===== config.mk =====
export PLATFORM = sky130hd
export DESIGN_NAME = add_sub_pipe
export DESIGN_NICKNAME = d
export VERILOG_FILES = /design/src/rtl/add_sub_pipe.sv
export SDC_FILE = /design/constraint.sdc
export NUM_CORES = 1
export LEC_CHECK = 0
export CAP_MARGIN = 20
export CORE_MARGIN = 1
export CORE_UTILIZATION = 35
export DETAILED_ROUTE_END_ITERATION = 8
export PLACE_DENSITY = 0.54
export SYNTH_ARGS = -nofsm -noshare
export SYNTH_HDL_FRONTEND = slang
export SYNTH_SLANG_ARGS = --single-unit

===== constraint.sdc =====
create_clock -name clk -period 2.82 [get_ports clk]
set_clock_uncertainty 0.15 [all_clocks]
set_input_delay 0.282 -clock clk [delete_from_list [all_inputs] [get_ports clk]]
set_output_delay 0.282 -clock clk [all_outputs]
set_load 0.01 [all_outputs]

===== src/rtl/add_sub_pipe.sv =====
// add_sub_pipe: pipelined two's-complement adder/subtractor.
//
// The WIDTH-bit carry chain is cut into STAGES segments of SEG bits. Stage k
// adds segment k of the operands with the carry from stage k-1 and registers:
//   - the operand bits not yet consumed (shifted down, so the next segment is
//     always at bit 0; the top bit of what remains is the operand sign),
//   - the sum bits completed so far (growing by SEG bits per stage),
//   - the carry out of the segment.
// The last stage registers the full sum plus cout/ovf/zero, and those
// registers only change when that stage loads, so outputs are stable across
// stalls and bubbles. Every stage has its own valid bit, so any stage can hold
// a bubble and a stalled pipe fills up from the back before in_ready drops.
module add_sub_pipe #(
    parameter int WIDTH  = 32,
    parameter int STAGES = 4
) (
    input  logic             clk,
    input  logic             rst,
    input  logic             in_valid,
    output logic             in_ready,
    input  logic [WIDTH-1:0] a,
    input  logic [WIDTH-1:0] b,
    input  logic             cin,
    input  logic             sub,
    output logic             out_valid,
    input  logic             out_ready,
    output logic [WIDTH-1:0] sum,
    output logic             cout,
    output logic             ovf,
    output logic             zero
);

    localparam int SEG = WIDTH / STAGES;

    // valid_vec[k]: stage k holds a bundle.
    // free_vec[k] : stage k may capture this cycle (empty, or its bundle leaves).
    // up_valid[k] : the producer feeding stage k has a bundle for it.
    logic [STAGES-1:0] valid_vec;
    logic [STAGES-1:0] free_vec;
    logic [STAGES-1:0] up_valid;

    // Backward "may move" chain from the consumer towards the input; it only
    // depends on registered valid bits and out_ready, never on in_valid.
    always_comb begin
        logic down;
        free_vec = '0;
        down     = out_ready;
        for (int k = STAGES - 1; k >= 0; k--) begin
            free_vec[k] = !valid_vec[k] || down;
            down        = free_vec[k];
        end
    end

    assign in_ready  = free_vec[0];
    assign out_valid = valid_vec[STAGES-1];

    for (genvar gi = 0; gi < STAGES; gi++) begin : g_stage
        localparam int LO     = gi * SEG;      // first sum bit this stage resolves
        localparam int REM_IN = WIDTH - LO;    // operand bits still to be consumed

        logic [REM_IN-1:0]   opa;
        logic [REM_IN-1:0]   opb;
        logic                c_in_s;
        logic [SEG:0]        seg_res;
        logic [LO+SEG-1:0]   ps_next;
        logic                valid_reg;
        logic                load;

        if (gi == 0) begin : g_src
            // Subtract is A + ~B + 1; cin only matters for add.
            assign opa          = a;
            assign opb          = b ^ {WIDTH{sub}};
            assign c_in_s       = sub | cin;
            assign up_valid[gi] = in_valid;
            assign ps_next      = seg_res[SEG-1:0];
        end else begin : g_src
            assign opa          = g_stage[gi-1].g_hold.ra_reg;
            assign opb          = g_stage[gi-1].g_hold.rb_reg;
            assign c_in_s       = g_stage[gi-1].g_hold.c_reg;
            assign up_valid[gi] = valid_vec[gi-1];
            assign ps_next      = {seg_res[SEG-1:0], g_stage[gi-1].g_hold.ps_reg};
        end

        // One SEG-bit ripple per stage: the only arithmetic between registers.
        assign seg_res = {1'b0, opa[SEG-1:0]} + {1'b0, opb[SEG-1:0]} + {{SEG{1'b0}}, c_in_s};

        // Data registers only capture real bundles, never bubbles.
        assign load           = free_vec[gi] & up_valid[gi];
        assign valid_vec[gi]  = valid_reg;

        // Occupancy: refill (possibly with a bubble) whenever the slot frees up.
        always_ff @(posedge clk) begin
            if (rst) begin
                valid_reg <= 1'b0;
            end else if (free_vec[gi]) begin
                valid_reg <= up_valid[gi];
            end
        end

        if (gi < STAGES - 1) begin : g_hold
            localparam int REM_OUT = REM_IN - SEG;

            logic [REM_OUT-1:0] ra_reg;
            logic [REM_OUT-1:0] rb_reg;
            logic [LO+SEG-1:0]  ps_reg;
            logic               c_reg;

            // Forward remaining operand bits, partial sum and segment carry.
            always_ff @(posedge clk) begin
                if (rst) begin
                    ra_reg <= '0;
                    rb_reg <= '0;
                    ps_reg <= '0;
                    c_reg  <= 1'b0;
                end else if (load) begin
                    ra_reg <= opa[REM_IN-1:SEG];
                    rb_reg <= opb[REM_IN-1:SEG];
                    ps_reg <= ps_next;
                    c_reg  <= seg_res[SEG];
                end
            end
        end else begin : g_last
            logic [WIDTH-1:0] sum_reg;
            logic             cout_reg;
            logic             ovf_reg;
            logic             zero_reg;

            // Final result and flags; held untouched while stalled or empty.
            // Here opa/opb are the top SEG bits, so bit SEG-1 is the sign.
            always_ff @(posedge clk) begin
                if (rst) begin
                    sum_reg  <= '0;
                    cout_reg <= 1'b0;
                    ovf_reg  <= 1'b0;
                    zero_reg <= 1'b0;
                end else if (load) begin
                    sum_reg  <= ps_next;
                    cout_reg <= seg_res[SEG];
                    ovf_reg  <= (opa[SEG-1] == opb[SEG-1]) && (seg_res[SEG-1] != opa[SEG-1]);
                    zero_reg <= ~|ps_next;
                end
            end

            assign sum  = sum_reg;
            assign cout = cout_reg;
            assign ovf  = ovf_reg;
            assign zero = zero_reg;
        end
    end

endmodule


# --- After elaboration in Yosys (flattened, before gate mapping) ---
# Index checks and enable logic that the tools add are counted.
word_totals:
  reg_bits: 186
  latch_bits: 0
  ramBits: 0
  mem_bits_ro: 0
  inputBits: 70
  output_inout_bits: 37
  word_cells: 47
  mem_count: 0
classes:
  add_sub_neg: 8
  multipliers: 0
  n_div: 0
  n_lt_le_gt_ge: 0
  eq_ne: 2
  shift: 0
  n_mux: 0
  bitwise: 6
  reduce_logical: 11
ops:
  columns: ["cell", "n"]
  rows:
  - ["adder 8 x 8 -> 9 bit", 4]
  - ["adder 9 x 1 -> 9 bit", 4]
  - ["OR reduction 32 bit", 1]
  - ["bitwise XOR 32 bit", 1]
  - ["zero test 1 bit", 5]
  - ["AND 1 bit", 4]
  - ["logical OR 1 bit", 4]
  - ["== test 1 bit", 1]
  - ["logical AND 1 bit", 1]
  - ["!= test 1 bit", 1]
  - ["OR 1 bit", 1]

# --- Depth between registers and ports, before layout ---
# Gate-level depths: netlist (run 1).
depth:
  depth_word: 6
  mapped_depth: 11
  mapped_depth_nobuf: 10

# --- Worst setup path before layout (run 1) ---
# Ideal clock, no wire load.
synth_timing:
  kind: "register to register"
  startpoint: "reg g_stage[2].g_hold.ra_reg[0]"
  endpoint: "reg g_stage[3].g_last.zero_reg (netlist: zero)"
  setup_ps: 70
  arrival_ps: 2915
  required_time_ps: 2600
  slack_ps: -316
  stages_incl_launch_ff: 9
  path_buffers: 0
  period_less_slack_ps: 3136
  path_cell_list: "dfxtp_1 -> fa_1 -> fa_1 -> nor4_1 -> nand4_1 -> or4_1 -> or4_1 -> or4b_1 -> a21oi_1"
synth_via:
  elab_chain_cells: 4
synth_rtl:
  columns: ["element", "line_no", "text"]
  rows:
  - ["start, declared", "103", "logic [REM_OUT-1:0] ra_reg;"]
  - ["start signal, assigned", "116", "ra_reg <= opa[REM_IN-1:SEG];"]
  - ["adder 8 x 8 -> 9 bit", "85", "assign seg_res = {1'b0, opa[SEG-1:0]} + {1'b0, opb[SEG-1:0]} + {{SEG{1'b0}}, c_in_s};"]
  - ["adder 9 x 1 -> 9 bit", "85", null]
  - ["via g_stage[3].seg_res[1]", "64", "logic [SEG:0] seg_res;"]
  - ["OR reduction 32 bit", "140", "zero_reg <= ~|ps_next;"]
  - ["zero test 1 bit", "140", null]
  - ["end signal, assigned", "140", null]
  - ["end, declared", "126", "logic zero_reg;"]
# The timed path passes the listed nets, and every way through them passes these cells.
# A chain may end at the register's enable or synchronous reset.

# --- Worst setup path after layout (run 1) ---
# Same ends and word-level chain as after synthesis.

==> flow_summary.json, run 1 <==
{
  "status": "finished, violations left",
  "failed_checks": "design-rule violations, negative setup slack",
  "ioPinCount": 107,
  "cts.sinks": 186,
  "htree_levels": 4,
  "ant_nets": 0,
  "grtUsageTotal": 0.1653,
  "hold_path_class": "in -> reg",
  "crit_required_ns": 3.02,
  "num_antenna_cells": 0,
  "rrSetupSlack_ns": -0.39,
  "worstPathArrival_ns": 3.41,
  "leakage_nw": 3.698,
  "power.density_nw_per_um2": 589.9,
  "critPathKind": "reg -> reg",
  "synth_area_um2": 7908,
  "p_int_mw": 4.491,
  "vias_per_cell": 4.716,
  "drc_errors": 9,
  "grt_pass1_vias": 6114,
  "cts_hold_buf": 0,
  "max_freq_ghz": 0.3113,
  "synth-warning-count": 0,
  "startpoint_type": "register",
  "rsz0062_at_grt": "yes",
  "slew_viol_final": 0,
  "grt_pass1_wl_um": 31030,
  "p_switching_mw": 1.413,
  "setup_viol_count_final": 1,
  "global_route.overflow_total": 0,
  "vias": 6409,
  "die_area_um2": 23200,
  "grt_max_degree": 191,
  "seq_area_frac_synth": 0.4709,
  "cts_tree": "done",
  "die_h_um": 152.3,
  "nNetsFinal": 1172,
  "critical_path.max_stage_delay_ns": 0.51,
  "drt_pre_antenna_iters": 9,
  "initial_core_util": 0.3601,
  "synth-seq-cells": 186,
  "hpwl_um": 12740,
  "cts-root-buf": "clkbuf_16",
  "area_delta_synth_final_pct": 26.55,
  "drt_iter0_markers": 313,
  "routed_wl_um": 18070,
  "vdd_drop_max_uv": 326.8,
  "cts_buffers": 17,
  "critPathCaptureType": "register",
  "switching_share": 0.2393,
  "crit_chain": "fa_2 -> fa_1 -> nor4_2 -> nand4_1 -> or4_1 -> or4_1 -> or4b_4 -> a21oi_2",
  "syn_nets": 1080,
  "synth_ff_type": "dfxtp_1",
  "num_rows": 54,
  "cts.clk_slew.worst_paths_ns": 0.07,
  "min_period_over_period": 1.139,
  "cts_buffer_depth": 2,
  "hold_slack_ns": 0.2494,
  "worstMarginPinSlew_ns": 0.8925,
  "synthCells": 974,
  "synth-edff-count": 0,
  "io_buffer_count": 106,
  "hold_violations": 0,
  "drive_gt1_frac": 0.07229,
  "fin_crit_ns": 3.212,
  "cp_max_fo": 2,
  "setup_ws_ns": -0.3923,
  "die_w_um": 152.3,
  "synth_async_sr_flop_share": 0,
  "critPathSlowestCell": "fa_1",
  "yosysUniqueCellTypes": 39,
  "core_um2": 21960,
  "syn_avg_cell_area_um2": 8.119,
  "pre_cts_ws_ns": -0.4463,
  "pwr-share-clk": 0.428,
  "path_common_cell": "or4_1",
  "avgRoutedWirePerCell_um": 13.29,
  "p_comb_frac": 0.101,
  "clk_latency_ns": 0.43,
  "timing.max_cap.violations": 0,
  "max_slew_margin": 0.4050,
  "grt_antenna_before_repair": 0,
  "routabilityCongestion": 0.7801,
  "seqPwrFrac": 0.471
}
[worst paths after layout]
path	startpoint	to	depth (start not counted)
min reg2reg	g_stage[0].g_hold.ps_reg[5]	g_stage[0].g_hold.ps_reg[5]	2
max	g_stage[2].g_hold.ra_reg[0]	zero	8
max reg2reg	g_stage[2].g_hold.ra_reg[0]	zero	8
min	a[27]	g_stage[0].g_hold.ra_reg[19]	3
[critical path: cells and delay by family (launching register included)]
kind                       cells  cell delay, ns
and+or+nand+nor                5            1.59
AOI/OAI and AO/OA              1            0.14
adders and majority gates      2            0.92
DFF                            1            0.33
[layer usage]
layer  global-route usage  share of wire  vias to the layer above
li1                     -              -                     3461
met1               0.2471           0.54                     2799
met2               0.2337           0.40                      126
met3              0.02929          0.034                       23
met4              0.06220          0.020                        0
met5                    0              0                        -
[per-stage QoR]
step	utilization	total power, mW	TNS [ns]	cells	instance area, µm²
finish	0.4557	5.903	-0.3923	1359	10010
global route	0.4557	6.186	-0.4899	1359	10010
CTS	0.4548	5.976	-0.3117	1358	9986
detailed placement	0.4258	3.444	-0.7028	1325	9349
global placement	0.4258	3.441	-0.6277	1325	9349
floorplan	-	3.200	-0.2746	974	7925
[Yosys cell counts, types with 11 or more instances]
library cell / n / area [µm²]
nor2_1: 51 / 191.4
a211oi_1: 34 / 255.2
clkbuf_1: 57 / 214.0
nor3_1: 11 / 55.05
a21oi_1: 155 / 775.7
inv_1: 15 / 56.30
xor2_1: 12 / 105.1
ha_1: 28 / 350.3
dfxtp_1: 186 / 3724
nand2_1: 286 / 1074
xnor2_1: 36 / 315.3
[power groups by stage]
stage,Clock [mW],Sequential [mW],Combinational (mW)
after floorplan,0,2.82,0.378
after global placement,0,2.84,0.601
after detailed placement,0,2.84,0.603
after CTS,2.59,2.78,0.606
after global routing,2.72,2.79,0.675
final,2.52,2.78,0.598
[layout by cell type, fill, tap and decap left out, types with 3 or more instances in the layout]
cell,instances
nand2_1,286
nor3_1,11
or4_1,3
o21ai_0,9
xor2_1,12
ha_1,28
clkbuf_8,3
clkbuf_16,17
clkinv_2,3
nor4_1,8
a21o_1,8
inv_1,15
xnor2_1,36
clkdlybuf4s50_1,104
o211ai_1,9
nand3b_1,5
dfxtp_1,184
a311o_1,3
nor2_1,51
nand2b_1,4
fa_1,7
nand3_1,9
and2_1,4
buf_4,30
buf_12,3
a21oi_1,153
a211oi_1,34
bufinv_16,3
[kinds of logic (layout without fill, tap and decap cells)]
| kind of cell | count (synthesis) | after routing | synth area share |
|---|---|---|---|
| simple gates | 395 | 395 | 0.2059 |
| xor+xnor | 49 | 49 | 0.05522 |
| flops | 186 | 186 | 0.4709 |
| buf+inv | 81 | 186 | 0.03845 |
| mux | 2 | 2 | 0.002532 |
| fa+ha+maj | 36 | 36 | 0.06456 |
| compound gates | 225 | 225 | 0.1625 |
[cell type report]
type	instances	area [µm²]
Clock buffer	20	466.7
Inverter	16	60.06
Multi-Input combinational cell	707	3911
Sequential cell	186	3726
Tap cell	280	350.3
Clock inverter	12	161.4
Fill cell	2173	11950
Timing Repair Buffer	138	1331
[what timing repair did]
item / 4_1_cts / 5_1_grt
setup endpoints to repair: 1 / 1
resized for setup: 1 / 3
pin swaps: 6 / 1
buffers inserted: 1 / 1
Power figures use the tool's default switching activity.
==> inputs of run 2 (changes only) <==
--- a/config.mk
+++ b/config.mk
@@ -6,10 +6,12 @@
 export NUM_CORES = 1
 export LEC_CHECK = 0
 export CAP_MARGIN = 20
+export CELL_PAD_IN_SITES_DETAIL_PLACEMENT = 1
+export CELL_PAD_IN_SITES_GLOBAL_PLACEMENT = 2
 export CORE_MARGIN = 1
-export CORE_UTILIZATION = 35
+export CORE_UTILIZATION = 29
 export DETAILED_ROUTE_END_ITERATION = 8
-export PLACE_DENSITY = 0.54
+export PLACE_DENSITY = 0.72
 export SYNTH_ARGS = -nofsm -noshare
 export SYNTH_HDL_FRONTEND = slang
 export SYNTH_SLANG_ARGS = --single-unit
==> flow_summary.json, run 2 (synthesized netlist as in run 1, its figures left out) <==
{
  "hold_end": "g_stage[2].g_hold.ps_reg[21]",
  "drt_iter0_markers": 324,
  "p_int_mw": 4.362,
  "setup_viol_count_final": 1,
  "cts_buffer_depth": 2,
  "fin_crit_ns": 3.146,
  "die_h_um": 167.1,
  "crit_required_ns": 3.02,
  "worst_r2r_path_depth": 8,
  "grt_util_met2": 0.2338,
  "num_rows": 60,
  "critPathCaptureType": "register",
  "mostFrequentLayoutCell": "nand2_1",
  "ioPinCount": 107,
  "power.density_nw_per_um2": 583.3,
  "grt_pass1_vias": 6633,
  "critPathKind": "reg -> reg",
  "htree_levels": 4,
  "max_freq_ghz": 0.3179,
  "vias_per_cell": 4.630,
  "final_util": 0.3738,
  "startpoint_type": "register",
  "status": "finished, violations left",
  "leakage_nw": 3.676,
  "hold_violations": 0,
  "switching_share": 0.2557,
  "fillers": 3203,
  "slew_viol_final": 0,
  "vdd_drop_max_uv": 378.5,
  "vias": 6579,
  "drive_gt1_frac": 0.07037,
  "cts_tree": "done",
  "failed_checks": "negative setup slack",
  "setup_ws_ns": -0.3258,
  "p_switching_mw": 1.498,
  "r2r-end": "zero",
  "cts.sinks": 186,
  "grt_antenna_before_repair": 0,
  "io_buffer_count": 106,
  "nNetsFinal": 1174,
  "pwr-share-clk": 0.421,
  "max_slew_margin": 0.5088,
  "cts.clk_slew.worst_paths_ns": 0.07,
  "routabilityCongestion": 0.7720,
  "dp.cells": 1390,
  "routed_wl_um": 20640,
  "cts_buffers": 17,
  "rsz0062_at_grt": "yes",
  "drc_errors": 0,
  "worstMarginPinSlew_ns": 0.7368,
  "p_comb_frac": 0.105,
  "final_cells": 1421,
  "grt_max_degree": 153,
  "rrSetupSlack_ns": -0.33,
  "r2r-start": "g_stage[2].g_hold.c_reg",
  "layout_common_cells": "nand2_1, dfxtp_1, a21oi_1, clkdlybuf4s50_1, nor2_1",
  "cts_setup_buffers": 0,
  "min_period_over_period": 1.116,
  "die_w_um": 167.1,
  "holdPathStages": 4,
  "global_route.usage.met3": 0.02174,
  "ant_nets": 0,
  "area_delta_synth_final_pct": 27.06,
  "seqPwrFrac": 0.474,
  "core_um2": 26880,
  "drt_pre_antenna_iters": 4,
  "timing.max_cap.violations": 0,
  "worstPathArrival_ns": 3.35,
  "global_route.overflow_total": 0,
  "min_from": "rst",
  "grt_pass1_wl_um": 34690,
  "initial_core_util": 0.2942,
  "hold_path_class": "in -> reg",
  "busiest_layer": "met2",
  "cts-root-buf": "clkbuf_16",
  "grtUsageTotal": 0.1542,
  "grt.met1_usage": 0.2249,
  "die_area_um2": 27930,
  "cp_max_fo": 2,
  "clk_latency_ns": 0.43,
  "num_antenna_cells": 0,
  "hpwl_um": 14810,
  "avgRoutedWirePerCell_um": 14.52
}
## run 2: how the worst max path moves through the flow
stage / endpoint / slack [ns] / from
after floorplan: zero / -0.27 / g_stage[2].g_hold.c_reg
after global placement: zero / -0.41 / g_stage[2].g_hold.c_reg
after detailed placement: zero / -0.42 / g_stage[2].g_hold.c_reg
after CTS: zero / -0.34 / g_stage[2].g_hold.c_reg
after global routing: zero / -0.48 / g_stage[2].g_hold.c_reg
final: zero / -0.33 / g_stage[2].g_hold.c_reg
## run 2: power by group through the flow
stage	Clock [mW]	Combinational, mW	Sequential, mW
finish	2.47	0.614	2.78
CTS	2.54	0.626	2.78
global placement	0	0.615	2.84
floorplan	0	0.378	2.82
detailed placement	0	0.623	2.84
global route	2.64	0.690	2.79
## run 2: layer usage
layer | routed length (µm) | part of all wire
met1 | 11070 | 0.54
met2 | 8781 | 0.43
met3 | 501 | 0.024
met4 | 289 | 0.014
met5 | 0 | 0
## run 2: cell type report
cell class / count / area, µm² / share of cell area
multi-input cells: 707 / 3904 / 0.3885
repair buffers: 140 / 1338 / 0.1331
well taps: 341 / 426.7 / 0.04247
clock buffers: 18 / 439.2 / 0.04371
inverters: 16 / 60.06 / 0.005978
clock inverters: 13 / 155.1 / 0.01544
flip-flops and latches: 186 / 3725 / 0.3707
## run 2: stage by stage
step                setup WS [ns]  power, mW  area (µm²)  hold WS [ns]  setup TNS [ns]
floorplan                 -0.2746      3.200        7925        0.2494         -0.2746
global placement          -0.4146      3.456        9447        0.2919         -0.6094
detailed placement        -0.4162      3.466        9447        0.2967         -0.7279
CTS                       -0.3405      5.949       10040        0.2164         -0.3405
global route              -0.4823      6.126       10050        0.2369         -0.4823
finish                    -0.3258      5.861       10050        0.2183         -0.3258
## run 2: what timing repair did
action / in CTS / in global routing
setup endpoints to repair: 1 / 1
endpoints found under the hold margin: 0 / 0
pin swaps: 2 / 0
gates resized for setup: 0 / 1
hold buffers: 0 / 0
## run 2: critical path: stages, from the launching register on
cell and delay [ns]:
dfxtp_2 0.34, fa_2 0.40, fa_1 0.48, nor4_2 0.14, nand4_1 0.10, or4_1 0.48
or4_1 0.40, or4b_1 0.47, a21oi_1 0.13
